File: src/rtl/change_encoder_pkg.sv
// Shared types and constants for the vending change encoder: FSM states,
// coin values in quarters and the change-display code mapping.
package change_pkg;

  typedef enum logic [2:0] {
    IDLE,
    COLLECT,
    VEND,
    SHOW,
    REFUND
  } state_e;

  localparam logic [2:0] COIN_Q_VAL = 3'd1;
  localparam logic [2:0] COIN_H_VAL = 3'd2;
  localparam logic [2:0] COIN_D_VAL = 3'd4;

  localparam logic [3:0] CODE_NONE = 4'd0;
  localparam logic [3:0] CODE_25   = 4'd6;
  localparam logic [3:0] CODE_50   = 4'd7;
  localparam logic [3:0] CODE_75   = 4'd8;

  // Only 0..3 quarters can ever be owed; anything else shows nothing.
  function automatic logic [3:0] quarters_to_code(input logic [2:0] quarters);
    logic [3:0] code;
    unique case (quarters)
      3'd1:    code = CODE_25;
      3'd2:    code = CODE_50;
      3'd3:    code = CODE_75;
      default: code = CODE_NONE;
    endcase
    return code;
  endfunction

endpackage

File: src/rtl/change_encoder_if.sv
// Coin-acceptor / display bus of the change encoder.
// CHANGE_TALLY_EN adds the tally_q dispensed-quarters counter to the bus.
interface change_encoder_if;

  logic       coin_q;
  logic       coin_h;
  logic       coin_d;
  logic       cancel;
  logic [3:0] change_code;
  logic       vend;
  logic       refund;
  logic       coin_reject;
  logic       busy;
  logic [2:0] credit_q;

`ifdef CHANGE_TALLY_EN
  logic [7:0] tally_q;

  modport master (
    output coin_q, coin_h, coin_d, cancel,
    input  change_code, vend, refund, coin_reject, busy, credit_q, tally_q
  );

  modport slave (
    input  coin_q, coin_h, coin_d, cancel,
    output change_code, vend, refund, coin_reject, busy, credit_q, tally_q
  );
`else
  modport master (
    output coin_q, coin_h, coin_d, cancel,
    input  change_code, vend, refund, coin_reject, busy, credit_q
  );

  modport slave (
    input  coin_q, coin_h, coin_d, cancel,
    output change_code, vend, refund, coin_reject, busy, credit_q
  );
`endif

endinterface

File: src/rtl/change_encoder_hold_timer.sv
// Loadable down-counter: after load_i, done_o pulses on the HOLD_CYCLES-th
// following cycle, so a state that loads it on entry lasts HOLD_CYCLES cycles.
module hold_timer #(
  parameter int unsigned HOLD_CYCLES = 50_000_000
) (
  input  logic clk,
  input  logic rst_n,
  input  logic load_i,
  output logic done_o
);

  localparam int unsigned CW = (HOLD_CYCLES > 1) ? $clog2(HOLD_CYCLES) : 1;
  localparam logic [CW-1:0] LOAD_VAL = CW'(HOLD_CYCLES - 1);

  logic [CW-1:0] cnt_q, cnt_d;
  logic          run_q, run_d;

  // NOTE: every variable written in a combinational block gets a default
  // first, otherwise an unassigned path infers a latch.
  always_comb begin
    cnt_d = cnt_q;
    run_d = run_q;
    if (load_i) begin
      cnt_d = LOAD_VAL;
      run_d = 1'b1;
    end else if (run_q) begin
      if (cnt_q == '0) run_d = 1'b0;
      else             cnt_d = cnt_q - 1'b1;
    end
  end

  // NOTE: state registers use non-blocking assignments so every flop samples
  // pre-edge values regardless of process ordering.
  always_ff @(posedge clk or negedge rst_n) begin
    if (!rst_n) begin
      cnt_q <= '0;
      run_q <= 1'b0;
    end else begin
      cnt_q <= cnt_d;
      run_q <= run_d;
    end
  end

  assign done_o = run_q && (cnt_q == '0);

endmodule

File: src/rtl/change_encoder.sv
// Vending transaction controller: accumulates coin credit, vends, and shows
// the change/refund code. Define CHANGE_TALLY_EN for the dispensed tally.
module change_encoder
  import change_pkg::*;
#(
  parameter int unsigned PRICE_Q     = 3,
  parameter int unsigned HOLD_CYCLES = 50_000_000
) (
  input  logic              clk,
  input  logic              rst_n,
  change_encoder_if.slave   bus
);

  localparam logic [2:0] PRICE = 3'(PRICE_Q);

  state_e     state_q, state_d;
  logic [2:0] credit_q, credit_d;
  logic [3:0] code_q, code_d;
  logic       reject_q, reject_d;

  logic [1:0] coin_cnt;
  logic [2:0] coin_val;
  logic       at_price;
  logic       coin_ok;
  logic       hold_load;
  logic       hold_done;
  logic [2:0] dispensed;

  assign coin_cnt = 2'(bus.coin_q) + 2'(bus.coin_h) + 2'(bus.coin_d);
  assign coin_val = ({3{bus.coin_q}} & COIN_Q_VAL)
                  | ({3{bus.coin_h}} & COIN_H_VAL)
                  | ({3{bus.coin_d}} & COIN_D_VAL);
  assign at_price = (credit_q >= PRICE);

  // Once the price is reached the next edge vends, so further coins bounce;
  // this keeps credit within PRICE_Q+3 and refunds within 3 quarters.
  assign coin_ok = (coin_cnt == 2'd1) && !bus.cancel &&
                   ((state_q == IDLE) || ((state_q == COLLECT) && !at_price));

  always_ff @(posedge clk or negedge rst_n) begin
    if (!rst_n) state_q <= IDLE;
    else        state_q <= state_d;
  end

  always_comb begin
    state_d = state_q;
    unique case (state_q)
      IDLE:    if (coin_ok) state_d = COLLECT;
      COLLECT: begin
        if (at_price)                             state_d = VEND;
        else if (bus.cancel && credit_q != 3'd0)  state_d = REFUND;
      end
      VEND:         state_d = SHOW;
      SHOW, REFUND: if (hold_done) state_d = IDLE;
      default:      state_d = IDLE;
    endcase
  end

  always_comb begin
    bus.vend        = (state_q == VEND);
    bus.refund      = (state_q == REFUND);
    bus.busy        = (state_q == VEND) || (state_q == SHOW) || (state_q == REFUND);
    bus.change_code = code_q;
    bus.coin_reject = reject_q;
    bus.credit_q    = credit_q;
  end

  assign hold_load = (state_q == VEND) || ((state_q == COLLECT) && (state_d == REFUND));
  assign dispensed = (state_q == VEND) ? (credit_q - PRICE) : credit_q;

  always_comb begin
    credit_d = credit_q;
    code_d   = code_q;
    reject_d = (coin_cnt != 2'd0) && !coin_ok;
    if (coin_ok) credit_d = credit_q + coin_val;
    if (hold_load) begin
      code_d   = quarters_to_code(dispensed);
      credit_d = 3'd0;
    end else if (hold_done && ((state_q == SHOW) || (state_q == REFUND))) begin
      code_d = CODE_NONE;
    end
  end

  always_ff @(posedge clk or negedge rst_n) begin
    if (!rst_n) begin
      credit_q <= 3'd0;
      code_q   <= CODE_NONE;
      reject_q <= 1'b0;
    end else begin
      credit_q <= credit_d;
      code_q   <= code_d;
      reject_q <= reject_d;
    end
  end

  hold_timer #(
    .HOLD_CYCLES(HOLD_CYCLES)
  ) u_hold_timer (
    .clk    (clk),
    .rst_n  (rst_n),
    .load_i (hold_load),
    .done_o (hold_done)
  );

`ifdef CHANGE_TALLY_EN
  logic [7:0] tally_q, tally_d;
  logic [8:0] tally_sum;

  assign tally_sum = {1'b0, tally_q} + 9'(dispensed);

  always_comb begin
    tally_d = tally_q;
    if (hold_load) tally_d = tally_sum[8] ? 8'hFF : tally_sum[7:0];
  end

  always_ff @(posedge clk or negedge rst_n) begin
    if (!rst_n) tally_q <= 8'd0;
    else        tally_q <= tally_d;
  end

  assign bus.tally_q = tally_q;
`endif

endmodule
File: src/flat_wrapper.sv
// flat-port wrapper written by rule: the top's interface ports become plain ports
module change_encoder_flat import change_pkg::*;
#(
  parameter int unsigned PRICE_Q     = 3,
  parameter int unsigned HOLD_CYCLES = 50_000_000
)
  (clk, rst_n, bus_coin_q, bus_coin_h, bus_coin_d, bus_cancel, bus_change_code, bus_vend, bus_refund, bus_coin_reject, bus_busy, bus_credit_q);
  change_encoder_if bus_i ();
  input  logic clk;
  input  logic rst_n;
  input wire logic [$bits(bus_i.coin_q)-1:0] bus_coin_q;
  input wire logic [$bits(bus_i.coin_h)-1:0] bus_coin_h;
  input wire logic [$bits(bus_i.coin_d)-1:0] bus_coin_d;
  input wire logic [$bits(bus_i.cancel)-1:0] bus_cancel;
  output wire logic [$bits(bus_i.change_code)-1:0] bus_change_code;
  output wire logic [$bits(bus_i.vend)-1:0] bus_vend;
  output wire logic [$bits(bus_i.refund)-1:0] bus_refund;
  output wire logic [$bits(bus_i.coin_reject)-1:0] bus_coin_reject;
  output wire logic [$bits(bus_i.busy)-1:0] bus_busy;
  output wire logic [$bits(bus_i.credit_q)-1:0] bus_credit_q;
  assign bus_i.coin_q = bus_coin_q;
  assign bus_i.coin_h = bus_coin_h;
  assign bus_i.coin_d = bus_coin_d;
  assign bus_i.cancel = bus_cancel;
  assign bus_change_code = bus_i.change_code;
  assign bus_vend = bus_i.vend;
  assign bus_refund = bus_i.refund;
  assign bus_coin_reject = bus_i.coin_reject;
  assign bus_busy = bus_i.busy;
  assign bus_credit_q = bus_i.credit_q;
  change_encoder #(.PRICE_Q(PRICE_Q), .HOLD_CYCLES(HOLD_CYCLES)) u_core (.clk(clk), .rst_n(rst_n), .bus(bus_i));
endmodule
File: config.mk
export PLATFORM = sky130hd
export DESIGN_NAME = change_encoder_flat
export DESIGN_NICKNAME = d
export VERILOG_FILES = /design/src/rtl/change_encoder_pkg.sv /design/src/rtl/change_encoder_if.sv /design/src/rtl/change_encoder_hold_timer.sv /design/src/rtl/change_encoder.sv /design/src/flat_wrapper.sv
export SDC_FILE = /design/constraint.sdc
export NUM_CORES = 1
export LEC_CHECK = 0
export CELL_PAD_IN_SITES_DETAIL_PLACEMENT = 1
export CELL_PAD_IN_SITES_GLOBAL_PLACEMENT = 2
export CORE_MARGIN = 3
export CORE_UTILIZATION = 35
export CTS_BUF_LIST = sky130_fd_sc_hd__clkbuf_2 sky130_fd_sc_hd__clkbuf_4 sky130_fd_sc_hd__clkbuf_8
export DETAILED_ROUTE_END_ITERATION = 16
export PLACE_DENSITY_LB_ADDON = 0.12
export SYNTH_ARGS = -nofsm -noshare
export SYNTH_HDL_FRONTEND = slang
export SYNTH_HIERARCHICAL = 1
export SYNTH_SLANG_ARGS = --single-unit
File: constraint.sdc
create_clock -name clk -period 2.7 [get_ports clk]
set_input_delay 0.405 -clock clk [delete_from_list [all_inputs] [get_ports clk]]
set_output_delay 0.405 -clock clk [all_outputs]
set_load 0.005 [all_outputs]
# After elaboration in Yosys (flattened, before gate mapping)
# Index checks and enable logic that the tools add are counted.
# classes
add_sub_neg	5
n_mul	0
div	0
n_lt_le_gt_ge	1
eq_ne	10
n_shift	0
mux	17
bitwise	2
n_reduce_logical	25
# op_table
operator	count
$mux W26	3
$logic_not A26 Y1	1
$sub A26 B1 Y26 const B	1
$mux W3	7
$eq A3 B2 Y1 const B	4
$pmux W3 S4	1
$pmux W4 S3	1
$logic_and A1 B1 Y1	8
$mux W4	2
$reduce_bool A2 Y1	4
$eq A3 B1 Y1 const B	2
$eq A3 B3 Y1 const B	2
$logic_or A1 B1 Y1	5
$add A3 B3 Y3	1
$ge A3 B2 Y1 const B	1
$logic_not A1 Y1	3
$logic_not A3 Y1	1
$mux W1	3
$or A3 B3 Y3	1
$reduce_bool A3 Y1	1
$sub A3 B2 Y3 const B	1
$add A1 B1 Y2	1
$add A2 B1 Y2	1
$eq A2 B1 Y1 const B	1
other kinds (4)	4
# word_totals
reg_bits	38
latchBits	0
mem_bits_rw	0
mem_bits_ro	0
input_bits	6
output_inout_bits	11
word_cells	66
memories	0

# Longest topological paths before layout
# Gate-level depths: netlist (run 1).
# logic_depth
word_depth	12
depth_mapped	11
depth_no_buf	9

# By module
# Netlist (run 1), hierarchy kept.
# modules_own_cells
module	instances	cells_per_inst	area_each_um2	seq_area_each_um2
hold_timer	1	151	1505.2	675.6
change_encoder	1	72	719.4	250.2

# Worst setup path after synthesis (run 1)
# No wires, ideal clock.
# synth_path
path_kind	register -> register
start	register u_core.u_hold_timer.cnt_q[0]
end	register u_core.code_q[2] (netlist: u_core/bus.change_code[2])
setup_ns	0.126
arrival_time_ns	2.692
setup_slack_ns	-0.118
path_stages_with_launch	12
path_buffers	2
period_less_slack_ns	2.818
path_cell_list	dfrtp_1 -> inv_1 -> ha_1 -> or4b_1 -> buf_2 -> or4_4 -> buf_6 -> nor3_1 -> inv_1 -> a21oi_1 -> a211oi_2 -> a221o_1
# synth_via
elab_chain_cells	8
word_cells_on_any_way	10
classes_between	eq/ne (1); mux (3); reduce/logical (6)
# synth_rtl
element	line	rtl
start: declaration	change_encoder_hold_timer.sv:15	logic [CW-1:0] cnt_q, cnt_d;
start signal: assignment	change_encoder_hold_timer.sv:39	cnt_q <= cnt_d;
$logic_not A26 Y1 (*)	change_encoder_hold_timer.sv:44	assign done_o = run_q && (cnt_q == '0);
$logic_and A1 B1 Y1 (*)	change_encoder_hold_timer.sv:44	
net u_core.hold_done	change_encoder.sv:26	logic hold_done;
$mux W3	change_encoder.sv:54	SHOW, REFUND: if (hold_done) state_d = IDLE;
$pmux W3 S4	change_encoder.sv:47	unique case (state_q)
$eq A3 B3 Y1	change_encoder.sv:68	assign hold_load = (state_q == VEND) || ((state_q == COLLECT) && (state_d == REFUND));
$logic_and A1 B1 Y1	change_encoder.sv:68	
$logic_or A1 B1 Y1	change_encoder.sv:68	
$mux W4 / $reduce_bool A2 Y1 (equally long branches)	--	
end signal: assignment	change_encoder.sv:91	code_q <= code_d;
end: declaration	change_encoder.sv:18	logic [3:0] code_q, code_d;
# Mark *: on every way through the listed nets, which the timed path passes. The rest lies on a longest branch.
# A chain may end at the register's enable or synchronous reset.

# Worst setup path in the final report (run 1)
# Ends and elaborated chain as after synthesis.

==> run metrics, run 1 <==
Slew Limit Fails=0; RSZ-0062 raised after global routing=no; final worst-path cycle share=0.956; Compound-Gate Fraction of Synth Area=0.179; XOR/XNOR Fraction of Synth Area=0.0197; die area=0.00735 mm²; Setup crit end kind=flip-flop; Global Route Usage Sum=0.171; CTS tree=built; Req. time, crit path=2890 ps; Power, Total=2.01 mW; initial detailed-routing violation count=42; clk_lat worst skew=290 ps; async set-reset flop share out of synthesis=1.00; total wire length=5730 µm; critical path arrival=2770 ps; Layout area overhead=20.2%; Avg WL per Cell=17.4 µm; post-synthesis mux area share=0.0315; P_leak=1.02 nW; Max FO, Critical Path=3; max_slew headroom=0.423; Post-synth EDFFs=0; Core ar.=0.00603 mm²; antenna violations before repair=0; flop and latch count out of synthesis=37; leading register cell type out of synthesis=dfrtp_1; DR pass1 iterations=4; clock root cell=clkbuf_8; Post-Synth Adder-Cell Area=0.0461; Ports=17; first-pass GRT wire length=9880 µm; PnR worst setup slack=118 ps; vias in the first global route=1,942; # setup viols final=0; post-CTS setup repair buffer count=0; average footprint of a synthesized cell=9.98 µm²; die height=85.7 µm; Reg clk slew, reported paths=80 ps; Post-CTS Resized=0; Die Wd=85.7 µm; commonest non-fill, non-tap cell in the layout=dfrtp_1; cells along the critical path=inv_1 -> ha_2 -> or4b_4 -> or4_4 -> nor3_4 -> inv_2 -> a21oi_2 -> a211oi_2 -> a221o_1; Inserted Diodes=0; syn_nets=236; peak supply drop=0.000349 V; Synth area leaders=dfrtp_1, mux2i_1, or4_1; DRC Markers=0; final setup TNS=0 ps; area of the mapped netlist=0.00222 mm²; pre-CTS WS=-81.6 ps; Distinct cells, synth=52; I/O Buffers=16; FILL cells=696; Gate Count Post-Synth=223; status=completed; largest family of logic cells by synthesized area=simple AND/OR/NAND/NOR gates; largest area contributor in the netlist=dfrtp_1; cts hold-fix bufs=0; vias per cell=5.58; Worst R2R Path Depth=9; clock buffer count from CTS=5; final net count=266; Least-Margin Pin Slew=865 ps; max_cap viols=0; Pwr per Cell Area=753 mW/mm²; Worst Path Class, Setup=reg -> reg; total number of vias=1,835; Synth Area in Simple Gates=0.238; endpoints failing hold=0; clock sinks=37; Clock H-tree levels=2; Detailed Place HPWL=4100 µm; Synth top area share=0.416; final worst path period need=2580 ps; CTS max path bufs=2; initial core utilization=0.369; startpoint class of the critical path=flip-flop; largest net degree at the start of global routing=38; Synthesis Warnings=6; GP Congestion=0.759; Max Freq=0.387 GHz; Overflow after GRT=0; crit-path max cell delay=540 ps; most frequent cells in the layout=dfrtp_1, buf_4, clkdlybuf4s50_1; share of cells above drive strength 1=0.181; Tightest Hold Check Type=in -> async; slowest CP cell=or4_4; # rows=28; Worst Skew=8.80 ps; Seq/Total Area, Yosys=0.416; Antenna Nets Post-Route=0
area by class of cell:
cell class	count	area (µm²)	area share
Clock buffer	7	96.3	0.0360
Clock inverter	1	5.00	0.00187
Inverter	15	56.3	0.0211
Multi-Input combinational cell	159	1170	0.439
Sequential cell	37	926	0.346
Tap cell	75	93.8	0.0351
Timing Repair Buffer	35	323	0.121
layer usage:
metal,share of wire,GRT usage
met5,0,0
met4,0.011,0.0446
met2,0.50,0.304
met3,0.026,0.0336
met1,0.46,0.212
stage by stage:
| stage | instance area (µm²) | hold slack [ps] | utilization | instances |
|---|---|---|---|---|
| global placement | 2560 | 464 | 0.425 | 321 |
| detailed placement | 2560 | 481 | 0.425 | 321 |
| global route | 2670 | 294 | 0.444 | 329 |
| floorplan | 2240 | 109 | - | 223 |
| finish | 2670 | 215 | 0.444 | 329 |
| CTS | 2660 | 253 | 0.441 | 329 |
synthesized netlist by cell type, drive strengths merged, types with 8 or more instances:
cell type	number
nor4	8
dfrtp	37
inv	15
nand2	13
nand3	9
o21ai	9
or4	10
or3	8
a21oi	9
nor2	12
nor3	9
registers in the layout, indices dropped and copies added (netlist names):
signal / cells
u_core/u_hold_timer/cnt_q: 26
u_core/u_hold_timer/run_q: 1
u_core/bus.change_code: 3
u_core/bus.coin_reject: 1
u_core/bus.credit_q: 3
u_core/state_q: 3
kinds of logic (layout without fill, tap and decap cells):
kind of cell               after synthesis  after routing
DFF                                     37             37
AOI/OAI and AO/OA                       50             50
buffers and inverters                   27             58
adders and majority gates                7              7
muxes                                    7              7
and+or+nand+nor                         90             90
xor gates and xnor gates                 5              5
worst max-delay path, delay by kind of cell (launching register included):
family                   cells  cell delay [ps]
buffers and inverters        2              130
adder cells (fa/ha/maj)      1              180
flip-flops                   1              380
AO/OA/AOI/OAI                3              550
AND/OR/NAND/NOR              3             1230
report_power, final:
part	internal (mW)	leakage (nW)	total (mW)	switching (mW)
clock	0.231	0.0542	0.442	0.211
sequential	0.639	0.415	0.755	0.117
combinational	0.378	0.549	0.815	0.437
total	1.25	1.02	2.01	0.765
final timing paths:
check	from	end	slack, ps
hold reg to reg	u_core/bus.change_code[0]$_DFFE_PN0P_	u_core/bus.change_code[0]$_DFFE_PN0P_	490
hold / removal	rst_n	u_core/bus.credit_q[2]$_DFFE_PN0P_	220
max in group asynchronous	rst_n	u_core/u_hold_timer/run_q$_DFF_PN0_	1940
setup / recovery	u_core/u_hold_timer/cnt_q[0]$_DFFE_PN0P_	u_core/bus.change_code[2]$_DFFE_PN0P_	120
setup reg to reg	u_core/u_hold_timer/cnt_q[0]$_DFFE_PN0P_	u_core/bus.change_code[2]$_DFFE_PN0P_	120
min in group clk	u_core/bus.change_code[0]$_DFFE_PN0P_	u_core/bus.change_code[0]$_DFFE_PN0P_	490
(Power assumes the default switching activity.)
==> run 2, diff against run 1 <==
--- a/config.mk
+++ b/config.mk
@@ -11,8 +11,10 @@
 export CORE_UTILIZATION = 35
 export CTS_BUF_LIST = sky130_fd_sc_hd__clkbuf_2 sky130_fd_sc_hd__clkbuf_4 sky130_fd_sc_hd__clkbuf_8
 export DETAILED_ROUTE_END_ITERATION = 16
+export GPL_ROUTABILITY_DRIVEN = 0
 export PLACE_DENSITY_LB_ADDON = 0.12
 export SYNTH_ARGS = -nofsm -noshare
 export SYNTH_HDL_FRONTEND = slang
 export SYNTH_HIERARCHICAL = 1
 export SYNTH_SLANG_ARGS = --single-unit
+export TNS_END_PERCENT = 100
==> results of run 2 <==
Final layout, timing and power as in run 1 (identical DEF).
